--- config.mk ---
export PLATFORM = sky130hd
export DESIGN_NAME = crc32_frame_tx
export DESIGN_NICKNAME = d
export VERILOG_FILES = /design/src/rtl/crc_pkg.sv /design/src/rtl/crc32.sv /design/src/rtl/crc32_frame_tx.sv
export SDC_FILE = /design/constraint.sdc
export NUM_CORES = 1
export LEC_CHECK = 0
export BUFFER_PORTS_ARGS = -buffer_cell sky130_fd_sc_hd__buf_2
export CAP_MARGIN = 20
export CORE_UTILIZATION = 40
export CTS_CLUSTER_SIZE = 8
export DETAILED_ROUTE_END_ITERATION = 10
export PLACE_DENSITY = 0.62
export SLEW_MARGIN = 25
export SYNTH_ARGS = -nofsm -noshare
export SYNTH_HDL_FRONTEND = slang
export SYNTH_SLANG_ARGS = --single-unit
--- constraint.sdc ---
create_clock -name clk -period 2.6 [get_ports clk]
set_input_delay 0.52 -clock clk [delete_from_list [all_inputs] [get_ports clk]]
set_output_delay 0.52 -clock clk [all_outputs]
set_load 0.1 [all_outputs]
--- src/rtl/crc_pkg.sv ---
// Shared CRC-32 definitions for the frame
// transmit path: states, constants, byte step.
package crc_pkg;

  typedef enum logic [1:0] {
    IDLE,
    DATA,
    PAD,
    CRC
  } state_t;

  localparam logic [31:0] CRC32_INIT      = 32'hFFFFFFFF;
  localparam logic [31:0] CRC32_POLY_REFL = 32'hEDB88320;
  localparam int          CRC_BYTES       = 4;

  function automatic logic [31:0] crc32_byte(
    input logic [31:0] c,
    input logic [7:0]  d
  );
    logic [31:0] r;
    r = c ^ {24'h0, d};
    for (int i = 0; i < 8; i++) begin
      if (r[0]) r = (r >> 1) ^ CRC32_POLY_REFL;
      else      r = r >> 1;
    end
    return r;
  endfunction

endpackage

--- src/rtl/crc32.sv ---
// Byte-wide reflected CRC-32 engine with a
// synchronous clear and inverted output.
module crc32
  import crc_pkg::*;
(
  input  logic        clk,
  input  logic        rst,
  input  logic        is_S1DATA,
  input  logic        valid,
  input  logic [7:0]  data,
  output logic [31:0] crc32_out
);

  logic [31:0] crc_q;

  // Clear when not in a frame, else fold in valid bytes
  always_ff @(posedge clk or posedge rst) begin
    if (rst) begin
      crc_q <= CRC32_INIT;
    end else if (!is_S1DATA) begin
      crc_q <= CRC32_INIT;
    end else if (valid) begin
      crc_q <= crc32_byte(crc_q, data);
    end
  end

  assign crc32_out = ~crc_q;

endmodule

--- src/rtl/crc32_frame_tx.sv ---
// Frame sequencer: passthrough, zero pad to a
// minimum length, then append CRC-32 LSB-first.
module crc32_frame_tx
  import crc_pkg::*;
#(
  parameter int MIN_FRAME_LEN = 60
) (
  input  logic        clk,
  input  logic        rst,
  input  logic [7:0]  s_data,
  input  logic        s_valid,
  input  logic        s_last,
  output logic        s_ready,
  output logic [7:0]  m_data,
  output logic        m_valid,
  output logic        m_last,
  input  logic        m_ready,
  output logic        busy,
  output logic        frame_done,
  output logic [15:0] frame_len
);

  localparam logic [16:0] MIN_L = 17'(MIN_FRAME_LEN);
  localparam logic [1:0]  LAST_IDX = 2'(CRC_BYTES - 1);

  state_t      state;
  logic [1:0]  idx;
  logic [15:0] len;
  logic [15:0] len_inc;
  logic        pad_need;
  logic        xfer;
  logic        eng_en;
  logic        eng_vld;
  logic [7:0]  eng_data;
  logic [31:0] crc_out;

  assign len_inc  = (len == 16'hFFFF) ? len : len + 16'd1;
  assign pad_need = {1'b0, len_inc} < MIN_L;
  assign xfer     = m_valid & m_ready;
  assign busy     = (state != IDLE);

  // Output mux: passthrough by default, pad or CRC bytes otherwise
  always_comb begin
    s_ready = m_ready;
    m_valid = s_valid;
    m_data  = s_data;
    m_last  = 1'b0;
    unique case (1'b1)
      (state == PAD): begin
        s_ready = 1'b0;
        m_valid = 1'b1;
        m_data  = 8'h00;
      end
      (state == CRC): begin
        s_ready = 1'b0;
        m_valid = 1'b1;
        m_data  = crc_out[{idx, 3'b000} +: 8];
        m_last  = (idx == LAST_IDX);
      end
      default: ;
    endcase
  end

  // Engine clears between frames and holds while CRC drains
  always_comb begin
    eng_data = (state == PAD) ? 8'h00 : s_data;
    eng_vld  = xfer && (state != CRC);
    eng_en   = 1'b1;
    if (state == IDLE && !xfer)
      eng_en = 1'b0;
    if (state == CRC && idx == LAST_IDX && m_ready)
      eng_en = 1'b0;
  end

  crc32 u_crc32 (
    .clk       (clk),
    .rst       (rst),
    .is_S1DATA (eng_en),
    .valid     (eng_vld),
    .data      (eng_data),
    .crc32_out (crc_out)
  );

  // Frame FSM with byte index, length counter and done pulse
  always_ff @(posedge clk or posedge rst) begin
    if (rst) begin
      state      <= IDLE;
      idx        <= 2'd0;
      len        <= 16'd0;
      frame_done <= 1'b0;
      frame_len  <= 16'd0;
    end else begin
      frame_done <= 1'b0;
      unique case (state)
        IDLE, DATA: begin
          if (xfer) begin
            len <= len_inc;
            if (s_last)
              state <= pad_need ? PAD : CRC;
            else
              state <= DATA;
          end
        end
        PAD: begin
          if (xfer) begin
            len <= len_inc;
            if (!pad_need)
              state <= CRC;
          end
        end
        CRC: begin
          if (xfer) begin
            if (idx == LAST_IDX) begin
              state      <= IDLE;
              idx        <= 2'd0;
              len        <= 16'd0;
              frame_done <= 1'b1;
              frame_len  <= len;
            end else begin
              idx <= idx + 2'd1;
            end
          end
        end
        default: state <= IDLE;
      endcase
    end
  end

endmodule

==> flow_summary.yaml <==
routing:
  wl_mm: 10.5
  vias: 3377
  routed_via_density: 5.37
  wl_per_cell_um: 16.7
  first_iter_violations: 132
  route.detailed.drc: 0
  drtPass1Iterations: 4
  antenna_left: 0
outcome:
  status: "completed"
clock_tree:
  cts_tree: "built"
  clock_path_buffers: 2
  post_cts_buffers: 0
  clock_sinks: 69
  root_buffer: "clkbuf_8"
  cts_hold_buf: 0
  clk_latency_ns: 0.35
  clk_pin_slew_ns: 0.08
  h-tree-depth: 3
  cts_buffers: 9
  ctsResizeCount: 0
worst_setup_path:
  worstPathCellList: "buf_4 -> mux4_2 -> o22ai_4 -> buf_12"
  end_kind: "output pin"
  crit_path_start_kind: "flop"
  crit_required_ns: 2.08
  critical-path-slowest-cell: "mux4_2"
  critical_path.max_stage_delay_ns: 0.59
  cp_max_fo: 11
  reg2reg_depth: 7
  cp.arrival_ns: 1.84
  criticalPathCategory: "reg2out"
sta:
  rsz0062_at_grt: "false"
  slew_viol_final: 0
  finalCriticalPeriod_ns: 2.36
  slew_headroom: 0.524
  hold_viol: 0
  setup_violations: 0
  clock-skew-final_ns: 0.0104
  fmaxAchievable_mhz: 424
  fin_tns_setup_ns: 0
  worst_slew_pin_slew_ns: 0.709
  period_share: 0.907
layout:
  utilization: 0.495
  fin_nets: 503
  areaGrowthSynthToFinish_pct: 20.0
  fin_area_um2: 5110
  drive_gt1_frac: 0.284
  num_antenna_cells: 0
  instances_no_fill: 629
synthesis:
  ys_seq_area_frac: 0.414
  synth_top_flop_cell: "dfrtp_1"
  netlist-cell-type-count: 51
  synth_edf_count: 0
  ys_warn_count: 0
  synth-seq-cells: 69
  netlist_area_um2: 4260
  syn-num-nets: 457
  async_reset_ff_frac: 1.00
  syn-instance-count: 442
  avgSynthCellArea_um2: 9.64
grt:
  grt_pass1_wl_mm: 17.5
  grt_max_degree: 45
  grt_usage: 0.204
  overflow: 0
  grt_pass1_vias: 3413
  antenna_found_initial: 0
job:
  cap_violations: 0
placement:
  place_area_um2: 4910
  placed_cells: 613
  gp_routability_congestion: 0.876
  port_buffers: 41
  dpl.hpwl_mm: 7.61
die:
  die_h_um: 105
  pin_count: 42
  num_rows: 37
  die_w_um: 105
  coreArea_um2: 10300
  start_util: 0.413
  die-area_um2: 11100
min_path:
  hold_path_class: "in2async"
critical path, delay by kind of cell (launching register included):
kind                   cells  cell delay (ns)
flip-flops                 1             0.32
AO/OA/AOI/OAI              1             0.14
multiplexers               1             0.59
buffers and inverters      2             0.43
metal layers:
layer	routed length (um)	share of wire	global-route usage	up-vias
met1	4320	0.41	0.248	1648
met3	592	0.056	0.0421	17
met4	198	0.019	0.0644	0
li1	-	-	-	1606
met5	0	0	0	-
met2	5420	0.51	0.359	106
through the flow:
stage                     setup slack, ns  hold WS [ns]
after floorplan                    -0.106         0.487
after global placement              0.247         0.454
after detailed placement            0.245         0.459
after CTS                           0.214         0.224
after global routing               0.0747         0.270
final                               0.242         0.215
cell usage after synthesis (3+ instances only):
| library cell | instances | area (um^2) |
|---|---|---|
| nand2_1 | 59 | 221 |
| nor2_1 | 52 | 195 |
| xnor2_1 | 46 | 403 |
| dfrtp_1 | 37 | 926 |
| a21oi_1 | 33 | 165 |
| dfstp_2 | 32 | 841 |
| clkbuf_1 | 20 | 75.1 |
| xor2_1 | 20 | 175 |
| o21ai_0 | 18 | 90.1 |
| inv_1 | 13 | 48.8 |
| nand3_1 | 9 | 45.0 |
| nand4_1 | 9 | 56.3 |
| o22a_1 | 9 | 78.8 |
| mux4_2 | 8 | 180 |
| o22ai_1 | 8 | 50.1 |
| xnor3_1 | 6 | 135 |
| nor3_1 | 5 | 25.0 |
| o31ai_1 | 5 | 37.5 |
| nor2b_1 | 4 | 25.0 |
| xnor2_2 | 4 | 65.1 |
| and3_1 | 3 | 18.8 |
| or2_2 | 3 | 18.8 |
registers in the layout (all words and copies together) (netlist names):
register       cells
u_crc32.crc_q     32
idx                2
len               16
frame_done         1
frame_len         16
state              2
final cells by class:
type / instances / area [um^2]
Fill cell: 969 / 5210
Multi-Input combinational cell: 334 / 2420
Sequential cell: 69 / 1770
Timing Repair Buffer: 61 / 503
Tap cell: 136 / 170
Clock buffer: 10 / 138
Clock inverter: 6 / 68.8
Inverter: 13 / 48.8
cells by family after synthesis:
group	count (synthesis)	share of synthesized area
xor gates and xnor gates	80	0.208
and+or+nand+nor	154	0.159
DFF	69	0.414
muxes	10	0.0473
buffers and inverters	39	0.0384
adders and majority gates	2	0.00587
AOI/OAI and AO/OA	88	0.128
path summary, 6_finish.rpt:
| kind | startpoint | to | slack (ns) |
|---|---|---|---|
| min in group clk | s_last | state[1] | 0.46 |
| max in group asynchronous | rst | u_crc32.crc_q[27] | 1.69 |
| hold / removal | rst | frame_len[2] | 0.21 |
| hold reg to reg | frame_len[9] | frame_len[9] | 0.48 |
| setup / recovery | idx[0] | m_data[4] | 0.24 |
| setup reg to reg | state[0] | u_crc32.crc_q[26] | 0.27 |
layout by cell type, fill, tap and decap left out, drive strengths merged, types with 5 or more instances in the layout:
master / netlist / layout
nand2: 59 / 59
clkbuf: 21 / 10
nor2: 53 / 53
o31ai: 5 / 5
nor3: 5 / 5
nand3: 9 / 9
buf: 5 / 61
o22a: 9 / 9
mux4: 8 / 8
o21ai: 18 / 18
xnor2: 52 / 52
inv: 13 / 15
dfrtp: 37 / 37
a21oi: 33 / 33
o22ai: 8 / 8
xnor3: 7 / 7
xor2: 21 / 21
dfstp: 32 / 32
nand4: 9 / 9
Power is left out: the tool's default activity adds up to more than one toggle a clock period on the data nets, which glitch-free logic cannot reach.
